--- src/rtl/pe_array_pkg.sv ---
// rtl/pe_array_pkg.sv - shared defaults, FSM state codes and counter sizing for the PE array feeder
package pe_array_pkg;

    localparam int DEF_N  = 4;
    localparam int DEF_DW = 16;

    typedef enum logic [2:0] {
        ST_IDLE  = 3'd0,
        ST_FEED  = 3'd1,
        ST_FLUSH = 3'd2,
        ST_DRAIN = 3'd3,
        ST_DONE  = 3'd4
    } state_t;

    // Phase counter must span the longer of the flush (2N-1) and drain phases.
    function automatic int cnt_width(input int n, input int drain);
        return $clog2(2 * n + drain);
    endfunction

endpackage

--- src/rtl/skew_line.sv ---
// rtl/skew_line.sv - DEPTH-stage register delay line for one operand lane
// Ports:
//   clk   in   rising-edge clock
//   rst_n in   asynchronous active-low reset, clears every stage
//   din   in   DW-bit lane input
//   dout  out  din delayed by DEPTH cycles (DEPTH=0: straight wire)
module skew_line #(
    parameter int DW    = 16,
    parameter int DEPTH = 1
) (
    input  logic          clk,
    input  logic          rst_n,
    input  logic [DW-1:0] din,
    output logic [DW-1:0] dout
);

    generate
        if (DEPTH == 0) begin : g_wire
            assign dout = din;
        end else begin : g_regs
            logic [DW-1:0] stage [DEPTH];

            always_ff @(posedge clk or negedge rst_n) begin
                if (!rst_n) begin
                    for (int j = 0; j < DEPTH; j++) stage[j] <= '0;
                end else begin
                    stage[0] <= din;
                    for (int j = 1; j < DEPTH; j++) stage[j] <= stage[j-1];
                end
            end

            assign dout = stage[DEPTH-1];
        end
    endgenerate

endmodule

--- src/rtl/pe_array_feeder.sv ---
// rtl/pe_array_feeder.sv - skews k-slices onto the west/north edges of an N x N systolic array and sequences flush/drain
// Ports:
//   clk, rst_n        clock, asynchronous active-low reset
//   in_valid/in_ready slice beat handshake; in_last marks the final k-slice of a tile
//   a_col, b_row      A[:,k] and B[k,:], lane i in bits [i*DW +: DW]
//   hrzt_o, vrtc_o    skewed lanes to PE(r,0) and PE(0,c); lane i delayed i cycles
//   pass_o            1 = shift/drain, 0 = compute
//   busy, done        busy outside IDLE; done pulses one cycle after drain
module pe_array_feeder
    import pe_array_pkg::*;
#(
    parameter int N     = DEF_N,
    parameter int DW    = DEF_DW,
    parameter int DRAIN = N
) (
    input  logic            clk,
    input  logic            rst_n,
    input  logic            in_valid,
    output logic            in_ready,
    input  logic            in_last,
    input  logic [N*DW-1:0] a_col,
    input  logic [N*DW-1:0] b_row,
    output logic [N*DW-1:0] hrzt_o,
    output logic [N*DW-1:0] vrtc_o,
    output logic            pass_o,
    output logic            busy,
    output logic            done
);

    localparam int             CW        = cnt_width(N, DRAIN);
    localparam logic [CW-1:0]  FLUSH_END = CW'(2 * N - 2);
    localparam logic [CW-1:0]  DRAIN_END = CW'(DRAIN - 1);

    state_t          state;
    state_t          state_nxt;
    logic [CW-1:0]   cnt;
    logic            ready_q;
    logic            xfer;
    logic [N*DW-1:0] inj_a;
    logic [N*DW-1:0] inj_b;

    assign xfer = in_valid & ready_q;

    // State register, phase counter and registered ready. Ready is computed
    // from the next state so it is 0 during reset and rises on the first edge.
    always_ff @(posedge clk or negedge rst_n) begin
        if (!rst_n) begin
            state   <= ST_IDLE;
            cnt     <= '0;
            ready_q <= 1'b0;
        end else begin
            state   <= state_nxt;
            ready_q <= (state_nxt == ST_IDLE) || (state_nxt == ST_FEED);
            if (state_nxt != state)
                cnt <= '0;
            else if (state == ST_FLUSH || state == ST_DRAIN)
                cnt <= cnt + CW'(1);
        end
    end

    always_comb begin
        state_nxt = state;
        case (state)
            ST_IDLE:  if (xfer) state_nxt = in_last ? ST_FLUSH : ST_FEED;
            ST_FEED:  if (xfer && in_last) state_nxt = ST_FLUSH;
            ST_FLUSH: if (cnt == FLUSH_END) state_nxt = ST_DRAIN;
            ST_DRAIN: if (cnt == DRAIN_END) state_nxt = ST_DONE;
            ST_DONE:  state_nxt = ST_IDLE;
            default:  state_nxt = ST_IDLE;
        endcase
    end

    always_comb begin
        in_ready = ready_q;
        pass_o   = (state == ST_IDLE) || (state == ST_DRAIN) || (state == ST_DONE);
        busy     = (state != ST_IDLE);
        done     = (state == ST_DONE);
    end

    // Injection register: the accepted beat, or an all-zero bubble which is
    // MAC-neutral and keeps the skew lines advancing.
    always_ff @(posedge clk or negedge rst_n) begin
        if (!rst_n) begin
            inj_a <= '0;
            inj_b <= '0;
        end else if (xfer) begin
            inj_a <= a_col;
            inj_b <= b_row;
        end else begin
            inj_a <= '0;
            inj_b <= '0;
        end
    end

    assign hrzt_o[DW-1:0] = inj_a[DW-1:0];
    assign vrtc_o[DW-1:0] = inj_b[DW-1:0];

    for (genvar i = 1; i < N; i++) begin : g_lane
        skew_line #(.DW(DW), .DEPTH(i)) u_skew_a (
            .clk   (clk),
            .rst_n (rst_n),
            .din   (inj_a[i*DW +: DW]),
            .dout  (hrzt_o[i*DW +: DW])
        );
        skew_line #(.DW(DW), .DEPTH(i)) u_skew_b (
            .clk   (clk),
            .rst_n (rst_n),
            .din   (inj_b[i*DW +: DW]),
            .dout  (vrtc_o[i*DW +: DW])
        );
    end

endmodule

--- config.mk ---
export PLATFORM = sky130hd
export DESIGN_NAME = pe_array_feeder
export DESIGN_NICKNAME = d
export VERILOG_FILES = /design/src/rtl/pe_array_pkg.sv /design/src/rtl/skew_line.sv /design/src/rtl/pe_array_feeder.sv
export SDC_FILE = /design/constraint.sdc
export NUM_CORES = 1
export LEC_CHECK = 0
export ABC_AREA = 1
export ABC_CLOCK_PERIOD_IN_PS = 2560
export BUFFER_PORTS_ARGS = -buffer_cell sky130_fd_sc_hd__buf_2
export CAP_MARGIN = 20
export CORE_UTILIZATION = 50
export CTS_CLUSTER_SIZE = 10
export DETAILED_ROUTE_END_ITERATION = 6
export PLACE_DENSITY_LB_ADDON = 0.15
export SYNTH_ARGS = -nofsm -noshare
export SYNTH_HDL_FRONTEND = slang
export SYNTH_SLANG_ARGS = --single-unit
--- constraint.sdc ---
create_clock -name clk -period 2.56 [get_ports clk]
set_input_delay 0.128 -clock clk [delete_from_list [all_inputs] [get_ports clk]]
set_output_delay 0.128 -clock clk [all_outputs]
set_load 0.01 [all_outputs]
==> metrics.cfg, run 1 <==
[routing]
ant_nets = 0
wire_per_inst_um = 13.8
routed_via_density = 4.25
routed_wl_um = 18600
drc = 0
first_iter_violations = 200
via_count = 5726
dr.pass1.iters = 4

[power_and_ir_drop]
pwr-share-comb_pct = 12.8
switchingPower_mw = 2.98
clkPwrFrac_pct = 36.6
p_sw_share_pct = 24.5
finalPower_mw = 12.2
seqPwrFrac_pct = 50.7
power_density_nw_per_um2 = 901
p_int_mw = 9.20
p_leak_nw = 7.86
ir_worst_vdd_mv = 0.749

[final_layout]
synthToLayoutAreaGrowth_pct = 34.8
fillers = 1372
n_antenna_cell = 0
layout.cells.non_filler = 1347
layout_common_cells = dfrtp_1, buf_2, nor2_1
drive_gt1_share_pct = 29.7
nets = 1213
final_common_cell = dfrtp_1

[timing]
finalCritPeriodShare_pct = 66.3
clock_skew_ns = 0.0123
slew_headroom_pct = 63.6
holdWs_ns = 0.125
period_needed_ns = 1.70
drv_slew = 0
timing.setup.tns_ns = 0
rsz0062_at_grt = no
tightest_slew_ns = 0.545
max_clock_freq_mhz = 589
finalSetupViolCount = 0
hold_viol = 0

[worst_setup_path]
cp_max_fo = 11
worst_setup_path_end_kind = output pin
startpoint = state[1]
reg2reg_depth = 3
r2r-start = in_ready
worstPathArrival_ns = 1.57
rrSetupSlack_ns = 1.01
worstPathRequired_ns = 2.43
r2r-end = inj_a[9]
crit_type = flop to output pin
worstSetupStartpointType = flop

[hold_path]
hold_end = state[0]
min_from = in_last
hold_class = input port to flop
holdPathStages = 4

[logic_synthesis]
synth-async-reset-ratio_pct = 100
synth_top_family_by_area = buffers and inverters
synthXorXnorAreaFrac_pct = 0.262
synth_adder_area_share_pct = 0.249
muxShareOfSynthArea_pct = 0
synthSimpleGateAreaFrac_pct = 6.76
synth_fp_nets = 854
ys_types = 21
synth_edf_count = 0
netlist_area_um2 = 10000
ys_warn_count = 0
synth_cells = 720
syn_area_per_cell_um2 = 13.9
synth-seq-cells = 328
synth_ff_type = dfrtp_1
seq_area_frac_synth_pct = 81.8
synth_compound_area_share_pct = 0.262

[flow_run]
cap_violations = 0

[place]
hpwl_um = 10600
gp_congestion = 0.757
post-place-cells = 1175
portBuffers = 263

[clocking]
cts_setup_buffers = 0
cts_root_buf = clkbuf_16
htreeDepth = 2
cts_sinks = 328
clkTransAtPathRegs_ns = 0.05
insertion_delay_ns = 0.51
cts_tree = built
clockBufferDepth = 3
numCtsBuffers = 38

[grt]
grt_pass1_wl_um = 29500
track_usage_pct = 18.9
grt_overflow_total = 0
grt_pass1_vias = 6214
grt_max_degree = 93
antenna_found_initial = 0

[floorplan]
die_y_um = 144
core_area_um2 = 19600
rows = 51
initial_core_util_pct = 51.2
die-area_um2 = 20600
fp.dieW_um = 144
io_pins = 264

[outcome]
status = finished clean

[power by group through the flow]
stage               Clock [mW]  Combinational, mW  Sequential, mW
finish                    4.45               1.55            6.18
global route              4.83               1.74            6.26
CTS                       4.60               1.57            6.18
detailed placement           0               1.41            6.26
global placement             0               1.39            6.23
floorplan                    0              0.871            6.27
[cell usage after synthesis, drive strengths merged, types with 2 or more instances]
master / number / area, um^2
dfrtp: 328 / 8210
nor2: 141 / 534
inv: 137 / 514
buf: 78 / 553
nand2: 18 / 87.6
nand3: 6 / 45.0
ha: 2 / 25.0
o21ai: 2 / 10.0
xor2: 2 / 17.5
[logic make-up after synthesis]
kind of cell | count (synthesis)
AO/OA/AOI/OAI | 4
XOR/XNOR | 3
adder cells (fa/ha/maj) | 2
buffers and inverters | 216
flip-flops | 328
AND/OR/NAND/NOR | 167
[flip-flops by register name, indices dropped and copies added (netlist names)]
register                      cells
cnt                               4
in_ready                          1
state                             3
g_lane.u_skew_a.g_regs.stage     48
g_lane.u_skew_b.g_regs.stage     48
inj_a                            64
g_lane.u_skew_a.dout             48
inj_b                            64
g_lane.u_skew_b.dout             48
[through the flow]
step	cell area [um^2]	utilization, %	worst slack [ns]
2_1_floorplan	10000	-	1.35
3_3_place_gp	11200	57.4	1.07
3_5_place_dp	11200	57.4	1.04
4_1_cts	13500	69.0	0.839
5_1_grt	13500	69.0	0.752
6_report	13500	69.0	0.862
[worst max path at each step]
stage                     end  slack, ns  depth (start not counted)
floorplan              cnt[0]       1.35                          6
global placement       cnt[1]       1.07                          8
detailed placement  inj_b[29]       1.04                          3
CTS                      busy       0.84                          5
global route             busy       0.75                          5
finish                   busy       0.86                          5
[critical path, stage by stage, from the launching register on]
cell     delay [ns]
dfrtp_1        0.51
inv_1          0.17
nand2_4        0.06
nor2_2         0.15
inv_1          0.05
buf_2          0.13
[repair_timing]
action                    in CTS  in global routing
hold buffers                 129                  0
resized for setup              0                  0
hold endpoints to repair     185                  0
[cell type report]
| type | instances | area (um^2) | area share [%] |
|---|---|---|---|
| inverter | 137 | 514 | 3.80 |
| sequential | 328 | 8210 | 60.7 |
| tap | 265 | 332 | 2.45 |
| clock inverter | 3 | 33.8 | 0.250 |
| clock buffer | 40 | 958 | 7.09 |
| timing repair buffer | 398 | 2710 | 20.1 |
| multi-input combinational | 176 | 763 | 5.64 |
[metal layers]
metal	up-vias	track usage [%]	share of wire, %
li1	2704	-	-
met2	195	32.9	52
met4	0	8.23	3.1
met5	-	0	0
met3	38	4.77	5.8
met1	2789	22.1	39
Power figures use the tool's default switching activity.
==> run 2: changes to the inputs <==
--- a/config.mk
+++ b/config.mk
@@ -5,8 +5,8 @@
 export SDC_FILE = /design/constraint.sdc
 export NUM_CORES = 1
 export LEC_CHECK = 0
-export ABC_AREA = 1
-export ABC_CLOCK_PERIOD_IN_PS = 2560
+export ABC_AREA = 0
+export ABC_CLOCK_PERIOD_IN_PS = 1600
 export BUFFER_PORTS_ARGS = -buffer_cell sky130_fd_sc_hd__buf_2
 export CAP_MARGIN = 20
 export CORE_UTILIZATION = 50
==> constraint.sdc (replaced) <==
create_clock -name clk -period 1.6 [get_ports clk]
set_input_delay 0.08 -clock clk [delete_from_list [all_inputs] [get_ports clk]]
set_output_delay 0.08 -clock clk [all_outputs]
set_load 0.01 [all_outputs]
==> metrics.cfg, run 2 <==
[timing]
period_needed_ns = 1.56
rsz0062_at_grt = yes  ; was no
hold_viol = 0  ; unchanged
clock_skew_ns = 0.0164  ; was 0.0123 ns
finalCritPeriodShare_pct = 97.2
drv_slew = 0  ; unchanged
holdWs_ns = 0.0729  ; was 0.125 ns
slew_headroom_pct = 65.1  ; was 63.6%
finalSetupViolCount = 0  ; unchanged
max_clock_freq_mhz = 643
tightest_slew_ns = 0.523  ; was 0.545 ns

[floorplan]
initial_core_util_pct = 51.0  ; was 51.2%
die-area_um2 = 20400  ; was 20600 um^2
die_y_um = 143  ; was 144 um
io_pins = 264  ; unchanged
rows = 51  ; unchanged
fp.dieW_um = 143  ; was 144 um
core_area_um2 = 19400  ; was 19600 um^2

[final_layout]
fillers = 1338  ; was 1372
synthToLayoutAreaGrowth_pct = 36.3  ; was 34.8%
nets = 1081  ; was 1213
drive_gt1_share_pct = 35.1  ; was 29.7%
multi_input_area_um2 = 1090  ; was 763 um^2
n_antenna_cell = 0  ; unchanged
layout_common_cells = dfrtp_1, buf_2, dlygate4sd3_1  ; was dfrtp_1, buf_2, nor2_1
final_common_cell = dfrtp_1  ; unchanged
seq_area_um2 = 8210  ; about the same
top_regs = inj_a x64, inj_b x64  ; unchanged

[place]
portBuffers = 263  ; unchanged
gp_congestion = 0.818  ; was 0.757
hpwl_um = 11700  ; was 10600 um

[outcome]
status = finished clean  ; unchanged

[worst_setup_path]
worstSetupStartpointType = flop  ; unchanged
cp_max_fo = 2  ; was 11
worst_setup_path_end_kind = output pin  ; unchanged
worstPathArrival_ns = 1.48  ; was 1.57 ns
crit_type = flop to output pin  ; unchanged
worstPathRequired_ns = 1.52  ; was 2.43 ns

[grt]
grt_pass1_wl_um = 30600  ; was 29500 um
track_usage_pct = 20.0  ; was 18.9%
grt_pass1_vias = 6052  ; was 6214
grt_max_degree = 62  ; was 93
antenna_found_initial = 0  ; unchanged
grt_overflow_total = 0  ; unchanged

[routing]
dr_wl_met3_um = 1300  ; was 1090 um
first_iter_violations = 162  ; was 200
drc = 0  ; unchanged
top_layer = met4  ; unchanged
via_count = 5629  ; was 5726
ant_nets = 0  ; unchanged
wire_per_inst_um = 16.2  ; was 13.8 um
routed_via_density = 4.63  ; was 4.25
routed_wl_um = 19600  ; was 18600 um
met1_length_um = 7500  ; was 7310 um
dr_wl_met2_um = 10200  ; was 9610 um
dr.pass1.iters = 6  ; was 4

[clocking]
numCtsBuffers = 38  ; unchanged
clkTransAtPathRegs_ns = 0.05  ; about the same
cts_root_buf = clkbuf_16  ; unchanged
htreeDepth = 2  ; unchanged
insertion_delay_ns = 0.50  ; was 0.51 ns
cts_sinks = 328  ; unchanged
clockBufferDepth = 3  ; unchanged
cts_tree = built  ; unchanged

[logic_synthesis]
synth_cells = 587  ; was 720
synth_edf_count = 0  ; unchanged
synth-async-reset-ratio_pct = 100  ; unchanged
syn_area_per_cell_um2 = 16.9  ; was 13.9 um^2
synth-seq-cells = 328  ; unchanged
synth_commonest_cells = dfrtp_1, and3_1, buf_4  ; was dfrtp_1, nor2_1, inv_1
synth.most_common_cell = dfrtp_1  ; unchanged
synth_ff_type = dfrtp_1  ; unchanged
netlist_area_um2 = 9890  ; was 10000 um^2
synth_area_leaders = dfrtp_1, and3_1, buf_4  ; was dfrtp_1, nor2_1, inv_1
synth_largest_area_cell = dfrtp_1  ; unchanged
ys_types = 30  ; was 21
synth_top_area_share_pct = 83.0  ; was 81.8%
ys_warn_count = 0  ; unchanged
synth_fp_nets = 721  ; was 854
seq_area_frac_synth_pct = 83.0  ; was 81.8%

[power_and_ir_drop]
p_leak_nw = 7.67  ; was 7.86 nW
power_density_nw_per_um2 = 1460  ; was 901 nW/um^2
finalPower_mw = 19.7  ; was 12.2 mW
ir_worst_vdd_mv = 0.914  ; was 0.749 mV

[hold_path]
hold_class = input port to flop  ; unchanged

[flow_run]
cap_violations = 0  ; unchanged

## run 2: logic make-up (layout without fill, tap and decap cells)
kind of cell | count (synthesis) | count (layout) | synth area share (%)
adders and majority gates | 2 | 2 | 0.253
DFF | 328 | 328 | 83.0
and+or+nand+nor | 150 | 150 | 9.61
xor gates and xnor gates | 3 | 3 | 0.266
buffers and inverters | 95 | 458 | 6.10
AOI/OAI and AO/OA | 9 | 9 | 0.809
## run 2: final cells by class
type,instances,area share [%]
inverter,2,0.0557
clock buffer,42,7.32
multi-input combinational,164,8.07
tap,265,2.46
timing repair buffer,413,21.1
sequential,328,60.9
clock inverter,1,0.0649
## run 2: worst paths after layout
path	depth (start not counted)	from	end	slack, ns
setup / recovery	2	state[0]	busy	0.04
hold / removal	2	in_valid	inj_b[63]	0.07
setup reg to reg	4	cnt[0]	cnt[3]	0.12
hold reg to reg	0	inj_a[63]	g_lane[3].u_skew_a.g_regs.stage[47]	0.33
max in group asynchronous	3	rst_n	g_lane[3].u_skew_a.g_regs.stage[42]	0.84
min in group asynchronous	2	rst_n	g_lane[2].u_skew_a.dout[5]	0.11
## run 2: stage by stage
| stage | utilization, % | TNS (ns) | setup WS [ns] | cell area, um^2 | instances |
|---|---|---|---|---|---|
| after detailed placement | 57.5 | 0 | 0.225 | 11200 | 1040 |
| after CTS | 69.4 | 0 | 0.00648 | 13500 | 1214 |
| after floorplan | - | 0 | 0.322 | 9890 | 587 |
| after global placement | 57.5 | 0 | 0.308 | 11200 | 1040 |
| final | 69.5 | 0 | 0.0448 | 13500 | 1215 |
| after global routing | 69.5 | -0.00692 | -0.00692 | 13500 | 1215 |
## run 2: repair_timing
action	in CTS	in global routing
resized for setup	3	3
endpoints found under the hold margin	453	0
setup endpoints to repair	2	3
buffers inserted	1	1
pin swaps	0	1
hold buffers	130	0
## run 2: critical path, cell delays in order (launching register included)
cell and delay [ns]:
dfrtp_1 0.40, or3_4 0.41, buf_2 0.17
## run 2: metal layers
| metal | vias up | track usage [%] |
|---|---|---|
| met3 | 53 | 6.17 |
| met1 | 2814 | 23.6 |
| li1 | 2564 | - |
| met4 | 0 | 8.38 |
| met5 | - | 0 |
| met2 | 198 | 34.1 |
## run 2: where the power goes
part	internal (mW)	leakage, nW	switching [mW]	total [mW]
logic	1.22	2.73	1.52	2.74
clock network	4.30	0.489	2.86	7.16
registers	9.48	4.45	0.364	9.84
total	15.0	7.67	4.75	19.7
==> run 3: changes to the inputs <==
--- a/config.mk
+++ b/config.mk
@@ -9,9 +9,10 @@
 export ABC_CLOCK_PERIOD_IN_PS = 1600
 export BUFFER_PORTS_ARGS = -buffer_cell sky130_fd_sc_hd__buf_2
 export CAP_MARGIN = 20
-export CORE_UTILIZATION = 50
+export CORE_UTILIZATION = 47
 export CTS_CLUSTER_SIZE = 10
 export DETAILED_ROUTE_END_ITERATION = 6
+export GPL_TIMING_DRIVEN = 0
 export PLACE_DENSITY_LB_ADDON = 0.15
 export SYNTH_ARGS = -nofsm -noshare
 export SYNTH_HDL_FRONTEND = slang
==> metrics.cfg, run 3 (same netlist as run 2, synthesis figures left out) <==
[power_and_ir_drop]
seqPwrFrac_pct = 49.0  ; was 49.9%
pwr-share-comb_pct = 15.7  ; was 13.9%
ir_worst_vdd_mv = 1.01  ; was 0.914 mV
clkPwrFrac_pct = 35.3  ; was 36.3%
p_leak_nw = 7.98  ; was 7.67 nW
switchingPower_mw = 4.80  ; was 4.75 mW
power_density_nw_per_um2 = 1440  ; was 1460 nW/um^2
p_sw_share_pct = 23.9  ; was 24.0%
p_int_mw = 15.3  ; was 15.0 mW

[worst_setup_path]
worstSetupStartpointType = flop  ; unchanged
worst_path_largest_cell_delay_ns = 0.43  ; was 0.41 ns
worst_setup_path_end_kind = output pin  ; unchanged
cp_max_fo = 5  ; was 2
cp_cell_sequence = or3_4, buf_6  ; was or3_4, buf_2
crit_type = flop to output pin  ; unchanged
worstPathArrival_ns = 1.49  ; was 1.48 ns
cpMaxStageDelayCell = dfrtp_2  ; was or3_4
worstPathRequired_ns = 1.52  ; about the same

[place]
gp_congestion = 0.822  ; was 0.818
pre_cts_ws_ns = -0.0603  ; was 0.225 ns
hpwl_um = 12100  ; was 11700 um
portBuffers = 263  ; unchanged

[clocking]
cts_sinks = 328  ; unchanged
cts_hold_buf = 130  ; unchanged
insertion_delay_ns = 0.49  ; was 0.50 ns
cts_tree = built  ; unchanged
cts_root_buf = clkbuf_16  ; unchanged
clockBufferDepth = 3  ; unchanged
htreeDepth = 2  ; unchanged
numCtsBuffers = 38  ; unchanged
clkTransAtPathRegs_ns = 0.05  ; about the same

[floorplan]
io_pins = 264  ; unchanged
core_area_um2 = 20400  ; was 19400 um^2
die_y_um = 147  ; was 143 um
initial_core_util_pct = 48.4  ; was 51.0%
fp.dieW_um = 147  ; was 143 um
die-area_um2 = 21600  ; was 20400 um^2
rows = 52  ; was 51

[final_layout]
layout_common_cells = dfrtp_1, buf_2, dlygate4sd3_1  ; unchanged
nets = 1161  ; was 1081
drive_gt1_share_pct = 37.6  ; was 35.1%
final_common_cell = dfrtp_1  ; unchanged
n_antenna_cell = 0  ; unchanged
synthToLayoutAreaGrowth_pct = 41.1  ; was 36.3%
top_regs = inj_a x64, inj_b x64  ; unchanged

[outcome]
status = finished with violations  ; was finished clean
violations = negative hold slack

[timing]
slew_headroom_pct = 53.8  ; was 65.1%
holdWs_ns = -0.425  ; was 0.0729 ns
max_clock_freq_mhz = 638  ; was 643 MHz
finalCritPeriodShare_pct = 97.9  ; was 97.2%
timing.setup.tns_ns = 0  ; unchanged
drv_slew = 0  ; unchanged
hold_viol = 94  ; was 0
period_needed_ns = 1.57  ; was 1.56 ns
worst_slack_ns = 0.0335  ; was 0.0448 ns
finalSetupViolCount = 0  ; unchanged
tightest_slew_ns = 0.693  ; was 0.523 ns
clock_skew_ns = 0.0102  ; was 0.0164 ns
rsz0062_at_grt = yes  ; unchanged

[grt]
grt_pass1_wl_um = 32300  ; was 30600 um
grt_max_degree = 120  ; was 62
antenna_found_initial = 0  ; unchanged
grt_pass1_vias = 6549  ; was 6052
track_usage_pct = 19.3  ; was 20.0%
grt_overflow_total = 0  ; unchanged

[routing]
via_count = 6009  ; was 5629
first_iter_violations = 179  ; was 162
routed_via_density = 4.63  ; about the same
routed_wl_um = 19900  ; was 19600 um
drc = 0  ; unchanged
wire_per_inst_um = 15.3  ; was 16.2 um
dr.pass1.iters = 5  ; was 6
ant_nets = 0  ; unchanged

[hold_path]
hold_class = input port to async pin  ; was input port to flop

[flow_run]
cap_violations = 0  ; unchanged

## run 3: timing repair
item | in CTS | in global routing
buffers inserted | 1 | 4
pin swaps | 0 | 2
endpoints found under the setup margin | 2 | 4
hold endpoints to repair | 223 | 94
gates resized for setup | 3 | 5
## run 3: metrics by stage
stage / total power, mW / utilization [%] / area (um^2) / cells
floorplan: 11.4 / - / 9890 / 587
detailed placement: 12.8 / 56.8 / 11600 / 1122
global placement: 12.6 / 56.5 / 11500 / 1120
CTS: 20.2 / 68.1 / 13900 / 1295
finish: 20.1 / 68.3 / 14000 / 1299
global route: 21.1 / 68.3 / 14000 / 1299
## run 3: power by group through the flow
| stage | Combinational (mW) | Sequential (mW) | Clock (mW) |
|---|---|---|---|
| floorplan | 1.43 | 10.0 | 0 |
| global placement | 2.65 | 9.93 | 0 |
| detailed placement | 2.77 | 9.98 | 0 |
| CTS | 3.07 | 9.86 | 7.31 |
| global route | 3.46 | 9.96 | 7.64 |
| finish | 3.15 | 9.85 | 7.09 |
## run 3: final timing paths
path | from | endpoint | slack, ns | depth (start not counted)
hold / removal | rst_n | g_lane[3].u_skew_a.g_regs.stage[17] | -0.43 | 1
hold reg to reg | g_lane[3].u_skew_a.g_regs.stage[31] | g_lane[3].u_skew_a.dout[15] | 0.34 | 0
setup / recovery | state[0] | busy | 0.03 | 2
setup reg to reg | in_ready | in_ready | 0.14 | 3
max in group asynchronous | rst_n | inj_a[39] | 0.57 | 3
min in group clk | in_last | cnt[2] | 0.11 | 3
## run 3: routing by layer
metal	global-route usage (%)	vias up	wire (um)
met3	4.13	61	1070
met2	33.4	210	10400
met5	0	-	0
met4	9.85	0	799
met1	22.9	3014	7610
li1	-	2724	-
## run 3: cell type report
cell class | count | area, um^2
inverters | 2 | 7.51
clock inverters | 1 | 8.76
fillers | 1424 | 6470
well taps | 270 | 338
plain buffers | 93 | 601
clock buffers | 41 | 983
repair buffers | 400 | 2730
flip-flops and latches | 328 | 8210
multi-input cells | 164 | 1090
## run 3: worst max-delay path: cells and delay by family (launching register included)
kind / cells / cell delay [ns]
DFF: 1 / 0.43
buffers and inverters: 1 / 0.14
and+or+nand+nor: 1 / 0.43
